`src/rtl/pipeline_stall_ctrl_pkg.sv`:
```
// Shared types and constants for the pipeline sequencer and its flush consumers.
package pipeline_stall_ctrl_pkg;

  typedef enum logic [1:0] {
    ST_RUN       = 2'd0,
    ST_LU_BUBBLE = 2'd1,
    ST_MEM_WAIT  = 2'd2,
    ST_HALTED    = 2'd3
  } pipe_state_e;

  localparam int unsigned INSTR_W = 32;
  // addi x0, x0, 0 -- loaded by IF/ID and ID/EX on flush
  localparam logic [INSTR_W-1:0] NOP_INSTR = 32'h0000_0013;

  typedef struct packed {
    logic pc;
    logic if_id;
    logic id_ex;
    logic ex_mem;
    logic mem_wb;
  } stage_en_t;

  localparam stage_en_t EN_NONE = 5'b00000;
  localparam stage_en_t EN_ALL  = 5'b11111;

endpackage

```
`src/rtl/pipeline_stall_ctrl_perf_counter.sv`:
```
// Saturating event counter with synchronous clear; holds at all-ones.
module pipeline_stall_ctrl_perf_counter #(
  parameter int unsigned CNT_W = 32
) (
  input  logic             clk,
  input  logic             rst,
  input  logic             clr,
  input  logic             inc,
  output logic [CNT_W-1:0] count
);

  logic [CNT_W-1:0] cnt_q;
  logic [CNT_W-1:0] cnt_d;

  always_comb begin
    cnt_d = cnt_q;
    if (clr) begin
      cnt_d = '0;
    end else if (inc && (cnt_q != '1)) begin
      cnt_d = cnt_q + CNT_W'(1);
    end
  end

  always_ff @(posedge clk or posedge rst) begin
    if (rst) begin
      cnt_q <= '0;
    end else begin
      cnt_q <= cnt_d;
    end
  end

  assign count = cnt_q;

endmodule

```
`src/rtl/pipeline_stall_ctrl.sv`:
```
// 5-stage pipeline sequencer: stage enables/flushes from hazards, memory waits and halt.
// Optional perf counters are built only when PIPE_PERF_CNT_EN is defined.
module pipeline_stall_ctrl
  import pipeline_stall_ctrl_pkg::*;
#(
  parameter int unsigned MEM_TIMEOUT = 255,
  parameter int unsigned TO_W        = 8,
  parameter int unsigned CNT_W       = 32
) (
  input  logic             clk,
  input  logic             rst,
  input  logic             load_use_stall,
  input  logic             branch_taken,
  input  logic             imem_ready,
  input  logic             dmem_req,
  input  logic             dmem_ready,
  input  logic             halt_req,
  output logic             pc_en,
  output logic             if_id_en,
  output logic             id_ex_en,
  output logic             ex_mem_en,
  output logic             mem_wb_en,
  output logic             if_id_flush,
  output logic             id_ex_flush,
  output logic             halted,
  output logic             mem_timeout_err,
  output logic [CNT_W-1:0] stall_cycles,
  output logic [CNT_W-1:0] flush_count,
  output logic [CNT_W-1:0] bubble_count
);

  localparam int unsigned TC_W = TO_W + 1;

  pipe_state_e     state_q, state_d;
  logic [TO_W-1:0] to_q, to_d;
  logic            err_q, err_d;
  logic            lu_pend_q, lu_pend_d;

  stage_en_t       en_c;
  logic            if_id_flush_c;
  logic            id_ex_flush_c;
  logic            mem_stall_c;
  logic            lu_masked_c;
  logic [TC_W-1:0] wait_cnt_c;
  logic            stall_ev_c;
  logic            flush_ev_c;
  logic            bubble_ev_c;

  always_ff @(posedge clk or posedge rst) begin
    if (rst) begin
      state_q   <= ST_RUN;
      to_q      <= '0;
      err_q     <= 1'b0;
      lu_pend_q <= 1'b0;
    end else begin
      state_q   <= state_d;
      to_q      <= to_d;
      err_q     <= err_d;
      lu_pend_q <= lu_pend_d;
    end
  end

  always_comb begin
    state_d       = state_q;
    to_d          = to_q;
    err_d         = err_q;
    lu_pend_d     = lu_pend_q;
    en_c          = EN_NONE;
    if_id_flush_c = 1'b0;
    id_ex_flush_c = 1'b0;
    flush_ev_c    = 1'b0;
    bubble_ev_c   = 1'b0;
    wait_cnt_c    = '0;
    // Once waiting, only dmem_ready releases the freeze.
    mem_stall_c   = (state_q == ST_MEM_WAIT) ? !dmem_ready : (dmem_req && !dmem_ready);
    // A bubble already issued for this load-use must not be repeated, even across a freeze.
    lu_masked_c   = (state_q == ST_LU_BUBBLE) || ((state_q == ST_MEM_WAIT) && lu_pend_q);

    if (rst || (state_q == ST_HALTED)) begin
      // everything held off
    end else if (halt_req) begin
      state_d = ST_HALTED;
    end else if (mem_stall_c) begin
      wait_cnt_c = TC_W'(1) + ((state_q == ST_MEM_WAIT) ? TC_W'(to_q) : TC_W'(0));
      if (state_q != ST_MEM_WAIT) begin
        lu_pend_d = (state_q == ST_LU_BUBBLE);
      end
      if (wait_cnt_c >= TC_W'(MEM_TIMEOUT)) begin
        err_d   = 1'b1;
        state_d = ST_HALTED;
      end else begin
        to_d    = wait_cnt_c[TO_W-1:0];
        state_d = ST_MEM_WAIT;
      end
    end else begin
      en_c      = EN_ALL;
      lu_pend_d = 1'b0;
      state_d   = ST_RUN;
      if (branch_taken) begin
        if_id_flush_c = 1'b1;
        id_ex_flush_c = 1'b1;
        flush_ev_c    = 1'b1;
      end else if (load_use_stall && !lu_masked_c) begin
        en_c.pc       = 1'b0;
        en_c.if_id    = 1'b0;
        id_ex_flush_c = 1'b1;
        bubble_ev_c   = 1'b1;
        state_d       = ST_LU_BUBBLE;
      end else if (!imem_ready) begin
        en_c.pc       = 1'b0;
        if_id_flush_c = 1'b1;
      end
    end

    stall_ev_c = !rst && (state_q != ST_HALTED) && !en_c.pc;
  end

  assign pc_en           = en_c.pc;
  assign if_id_en        = en_c.if_id;
  assign id_ex_en        = en_c.id_ex;
  assign ex_mem_en       = en_c.ex_mem;
  assign mem_wb_en       = en_c.mem_wb;
  assign if_id_flush     = if_id_flush_c;
  assign id_ex_flush     = id_ex_flush_c;
  assign halted          = (state_q == ST_HALTED);
  assign mem_timeout_err = err_q;

`ifdef PIPE_PERF_CNT_EN
  pipeline_stall_ctrl_perf_counter #(.CNT_W(CNT_W)) u_stall_cnt (
    .clk(clk), .rst(rst), .clr(1'b0), .inc(stall_ev_c), .count(stall_cycles)
  );
  pipeline_stall_ctrl_perf_counter #(.CNT_W(CNT_W)) u_flush_cnt (
    .clk(clk), .rst(rst), .clr(1'b0), .inc(flush_ev_c), .count(flush_count)
  );
  pipeline_stall_ctrl_perf_counter #(.CNT_W(CNT_W)) u_bubble_cnt (
    .clk(clk), .rst(rst), .clr(1'b0), .inc(bubble_ev_c), .count(bubble_count)
  );
`else
  logic unused_perf_ev;
  assign unused_perf_ev = ^{stall_ev_c, flush_ev_c, bubble_ev_c};
  assign stall_cycles   = '0;
  assign flush_count    = '0;
  assign bubble_count   = '0;
`endif

endmodule

```
`config.mk`:
```
export PLATFORM = sky130hd
export DESIGN_NAME = pipeline_stall_ctrl
export DESIGN_NICKNAME = d
export VERILOG_FILES = /design/src/rtl/pipeline_stall_ctrl_pkg.sv /design/src/rtl/pipeline_stall_ctrl_perf_counter.sv /design/src/rtl/pipeline_stall_ctrl.sv
export SDC_FILE = /design/constraint.sdc
export NUM_CORES = 1
export LEC_CHECK = 0
export CORE_MARGIN = 2
export CORE_UTILIZATION = 39
export DETAILED_ROUTE_END_ITERATION = 10
export GPL_TIMING_DRIVEN = 0
export PLACE_DENSITY = 0.88
export SLEW_MARGIN = 30
export SYNTH_ARGS = -nofsm -noshare
export SYNTH_HDL_FRONTEND = slang
export SYNTH_HIERARCHICAL = 1
export SYNTH_SLANG_ARGS = --single-unit
```
`constraint.sdc`:
```
create_clock -name clk -period 5.12 [get_ports clk]
set_clock_uncertainty 0.05 [all_clocks]
set_input_delay 0.768 -clock clk [delete_from_list [all_inputs] [get_ports clk]]
set_output_delay 0.768 -clock clk [all_outputs]
set_load 0.05 [all_outputs]
```
## After elaboration in Yosys (flattened, before gate mapping)

Index checks and enable logic that the tools add are counted.
W data, S select, Z words.

- Flip-flop bits (word level): 12
- Bits in latches: 0
- Bits in writable memories: 0
- Memory bits (read-only): 0
- Input port bits: 8
- Output and inout port bits: 105
- Word-level logic and storage cells: 51
- Memories: 0

- Add/subtract/negate cells: 1
- Multipliers: 0
- Divide/modulo/power cells: 0
- $lt $le $gt $ge: 1
- Equality and inequality tests: 5
- Shift operators: 0
- Mux-type cells: 27
- Bitwise logic cells: 3
- Reduce and logical (&&, ||, !) cells: 10

Operators with widths:

| operator | count |
|---|---|
| $mux W1 | 20 |
| $mux W5 | 3 |
| $add A1 B8 Y9 const A | 1 |
| $ge A9 B8 Y1 const B | 1 |
| $mux W8 | 1 |
| $reduce_and A4 Y1 | 2 |
| $mux W2 | 3 |
| $eq A2 B2 Y1 const B | 2 |
| $logic_and A1 B1 Y1 | 3 |
| $not A1 Y1 | 3 |
| $reduce_and A3 Y1 | 1 |
| $eq A2 B1 Y1 const B | 1 |
| $logic_not A1 Y1 | 2 |
| $logic_or A1 B1 Y1 | 2 |
| $ne A2 B1 Y1 const B | 1 |
| $ne A2 B2 Y1 const B | 1 |

## Longest topological paths before layout

- Depth in word-level cells: 10
- Depth in mapped cells: 9
- Depth with buffers taken out: 9

## Least setup slack after synthesis

Ideal clock, no wire load.

- Path kind: input to output
- Start point: input port dmem_req
- End point: output port if_id_flush
- Data arrival time: 3599 ps
- Required time: 4302 ps
- Setup slack: 703 ps
- Stages: 5
- Buffers on the path: 0
- Cell sequence: inv_1 -> o21ai_0 -> a211oi_1 -> o21ai_0 -> a21oi_1

- Cells in the longest elaborated chain, start to end: 5

Ends and longest elaborated chain:

| what | RTL line | RTL |
|---|---|---|
| start: declaration | pipeline_stall_ctrl.sv:15 | `input logic dmem_req,` |
| $logic_and A1 B1 Y1 | pipeline_stall_ctrl.sv:75 | `mem_stall_c = (state_q == ST_MEM_WAIT) ? !dmem_ready : (dmem_req && !dmem_ready);` |
| $mux W1 | pipeline_stall_ctrl.sv:75 |  |
| $mux W1 | pipeline_stall_ctrl.sv:83 | `end else if (mem_stall_c) begin` |
| $mux W1 | pipeline_stall_ctrl.sv:81 | `end else if (halt_req) begin` |
| $mux W1 | pipeline_stall_ctrl.sv:79 | `if (rst \|\| (state_q == ST_HALTED)) begin` |
| end: declaration | pipeline_stall_ctrl.sv:23 | `output logic if_id_flush,` |

No other way between the ends.

## Final worst setup path

Same ends and word-level chain as after synthesis.

==> impl_metrics.csv <==
group,metric,value,unit
setup_path,criticalPathCategory,"in2out",
clocking,cts_hold_buffers,0,
synthesis,syn_area,1620,um2
clocking,clkTransAtPathRegs,0.05,ns
finish,num-fill-cells,387,
global_route,grt_pass1_vias,1060,
floorplanning,die_area,4690,um2
finish,antenna_cells,0,
routing,drt_iter0_drc,38,
run,max-cap-violations,0,
setup_path,end_kind,"output port",
global_route,grt_max_degree,14,
setup_path,cp.arrival,3.30,ns
setup_path,crit_chain,"clkdlybuf4s50_1 -> inv_1 -> o21ai_0 -> a211oi_1 -> o21ai_0 -> a21oi_1 -> clkdlybuf4s50_1",
setup_path,required,4.30,ns
synthesis,postSynthAreaPerCell,8.23,um2
timing,maxSlewHeadroom,0.573,
setup_path,cpMaxStageDelayCell,"clkdlybuf4s50_1",
synthesis,muxShareOfSynthArea,0.0247,
setup_path,path_buf_inv,3,
global_route,grtUsageMet2,0.214,
setup_path,startpoint_type,"input port",
floorplanning,initial_core_util,0.405,
status,status,"finished, final reports clean",
synthesis,synthArstFlopShare,1.00,
floorplanning,core.rowCount,23,
global_route,antenna_found_initial,0,
timing,min_period,4.12,ns
synthesis,yosysWarningCount,6,
synthesis,yosys.area_share.simple,0.163,
global_route,track_usage,0.126,
placement,gp_congestion,0.840,
clocking,cts_max_level,1,
floorplanning,ios,113,
global_route,grt_overflow,0,
timing,max_freq,243,MHz
routing,dr.pass1.iters,4,
timing,hold_violations,0,
routing,vias_per_cell,3.59,
synthesis,synth_edf_count,0,
timing,timing.setup.tns,0,ns
synthesis,synth-compound-area-share,0.132,
clocking,ctsRootBufferMaster,"clkbuf_8",
finish,multi_input_area,912,um2
synthesis,ys.flop_type,"dfrtp_1",
finish,drive_gt1_frac,0.360,
setup_path,critPathMaxStageDelay,0.84,ns
synthesis,synthAdderAreaFrac,0.0154,
routing,num_vias,1297,
routing,wl,3.00,mm
timing,finalWorstSetupSlack,0.998,ns
clocking,cts.sink_count,12,
global_route,met3_usage,0.0461,
synthesis,ys_seq_elements,12,
synthesis,synth_top_family_by_area,"buffers and inverters",
power_and_ir_drop,power.density,184,nW/um2
synthesis,synth_cell_types,41,
clocking,cts_resized,0,
global_route,grt-busiest-layer,"met2",
timing,drv_slew,0,
finish,area_growth,38.3,%
power_and_ir_drop,p_leak,1.31,nW
synthesis,synth_cells,197,
floorplanning,dieWidth,68.5,um
placement,dp_worst_setup_slack,0.988,ns
floorplanning,core_area,4000,um2
routing,wl_per_cell,8.32,um
synthesis,synth_xor_xnor_area_share,0.00540,
finish,seqCellArea,300,um2
finish,nNetsFinal,323,
setup_path,cp_max_fo,6,
floorplanning,die_h,68.5,um
placement,port-buffer-count,16,
power_and_ir_drop,vdd_ir_drop_max,0.0839,mV
timing,worst_pin_slew,0.637,ns
placement,hpwl,2.54,mm
clocking,cts_buffers,3,
placement,dp.cells,358,
clocking,cts_tree,"done",
global_route,use_met1,0.145,
clocking,cts_buffer_depth,2,
clocking,post_cts_buffers,0,
routing,postRouteAntennaNets,0,
power_and_ir_drop,p_total,0.000414,W
timing,setup_viol,0,
finish,final_cell_count_no_fill,361,
min_path,min_path_type,"reg2reg",
routing,drc,0,
timing,fin_crit_sh,0.805,
synthesis,ys_seq_area_frac,0.185,
setup_path,critPathTopFamily,"buffers and inverters",
timing,rsz0062_at_grt,"no",
global_route,grt_pass1_wl,4.42,mm
clocking,clock_latency,0.24,ns
Yosys cell counts, types with 2 or more instances:
cell type	number	area, um2
nor3_1	3	15.0
a31oi_1	2	12.5
nor2b_1	2	12.5
nand2b_1	2	12.5
ha_1	2	25.0
mux2_4	2	30.0
or4_1	2	15.0
and2_1	3	18.8
inv_1	7	26.3
dfrtp_1	12	300
nor2_1	8	30.0
nand3_1	4	20.0
nand2_1	9	33.8
o21ai_0	7	35.0
buf_4	98	736
a21oi_1	9	45.0
through the flow:
stage | instance area [um2] | hold slack (ns) | utilization
after floorplan | 1980 | 0.416 | -
after CTS | 2240 | 0.454 | 0.561
after global placement | 2200 | 0.428 | 0.550
after detailed placement | 2200 | 0.442 | 0.550
after global routing | 2240 | 0.491 | 0.561
final | 2240 | 0.449 | 0.561
routing by layer:
layer,part of all wire,wire [um]
met1,0.37,1120
met2,0.52,1560
met3,0.096,287
met4,0.010,31
met5,0,0
flip-flops by register name, summed over array words and instances (netlist names):
signal / cells
lu_pend_q: 1
state_q: 2
mem_timeout_err: 1
to_q: 8
cells by family after synthesis:
family,Yosys count
and+or+nand+nor,43
buffers and inverters,106
muxes,3
AOI/OAI and AO/OA,29
DFF,12
xor gates and xnor gates,1
other,1
adders and majority gates,2
layout make-up:
class	count	area share
multi-input combinational	174	0.407
sequential	12	0.134
buffer	99	0.330
tap	50	0.0279
timing repair buffer	16	0.0714
clock buffer	3	0.0184
inverter	7	0.0117
worst reg2reg max path, delay by kind of cell (launching register included):
| kind | cells | cell delay, ns |
|---|---|---|
| mux | 1 | 0.32 |
| buf+inv | 1 | 0.07 |
| flops | 1 | 0.50 |
| fa+ha+maj | 1 | 0.27 |
| simple gates | 5 | 1.21 |
| compound gates | 1 | 0.07 |
layout by cell type, fill, tap and decap left out, types with 2 or more instances in the layout:
cell type / Yosys / final
buf_4: 98 / 98
conb_1: 1 / 96
clkdlybuf4s50_1: 0 / 16
dfrtp_1: 12 / 12
nand2_1: 9 / 9
a21oi_1: 9 / 9
nor2_1: 8 / 8
o21ai_0: 7 / 7
inv_1: 7 / 7
nand3_1: 4 / 4
nor3_1: 3 / 3
and2_1: 3 / 3
clkbuf_8: 0 / 3
nand2b_1: 2 / 2
or4_1: 2 / 2
nor2b_1: 2 / 2
a31oi_1: 2 / 2
mux2_4: 2 / 2
ha_1: 2 / 2
final timing paths:
| check | startpoint | end | slack [ns] | cells past startpoint |
|---|---|---|---|---|
| worst max-delay path | dmem_req | if_id_flush | 1.0 | 7 |
| min in group asynchronous | rst | to_q[6] | 0.92 | 2 |
| worst max register to register | state_q[1] | to_q[0] | 2.51 | 9 |
| max in group asynchronous | rst | state_q[0] | 3.77 | 2 |
| worst min-delay path | lu_pend_q | lu_pend_q | 0.45 | 1 |
| worst min register to register | lu_pend_q | lu_pend_q | 0.45 | 1 |
power by group:
part	switching [W]	total, W	internal [W]
sequential	0.00000319	0.000101	0.0000983
combinational	0.000169	0.000228	0.0000594
clock	0.0000324	0.0000841	0.0000517
total	0.000204	0.000414	0.000209
(Power assumes the default switching activity.)
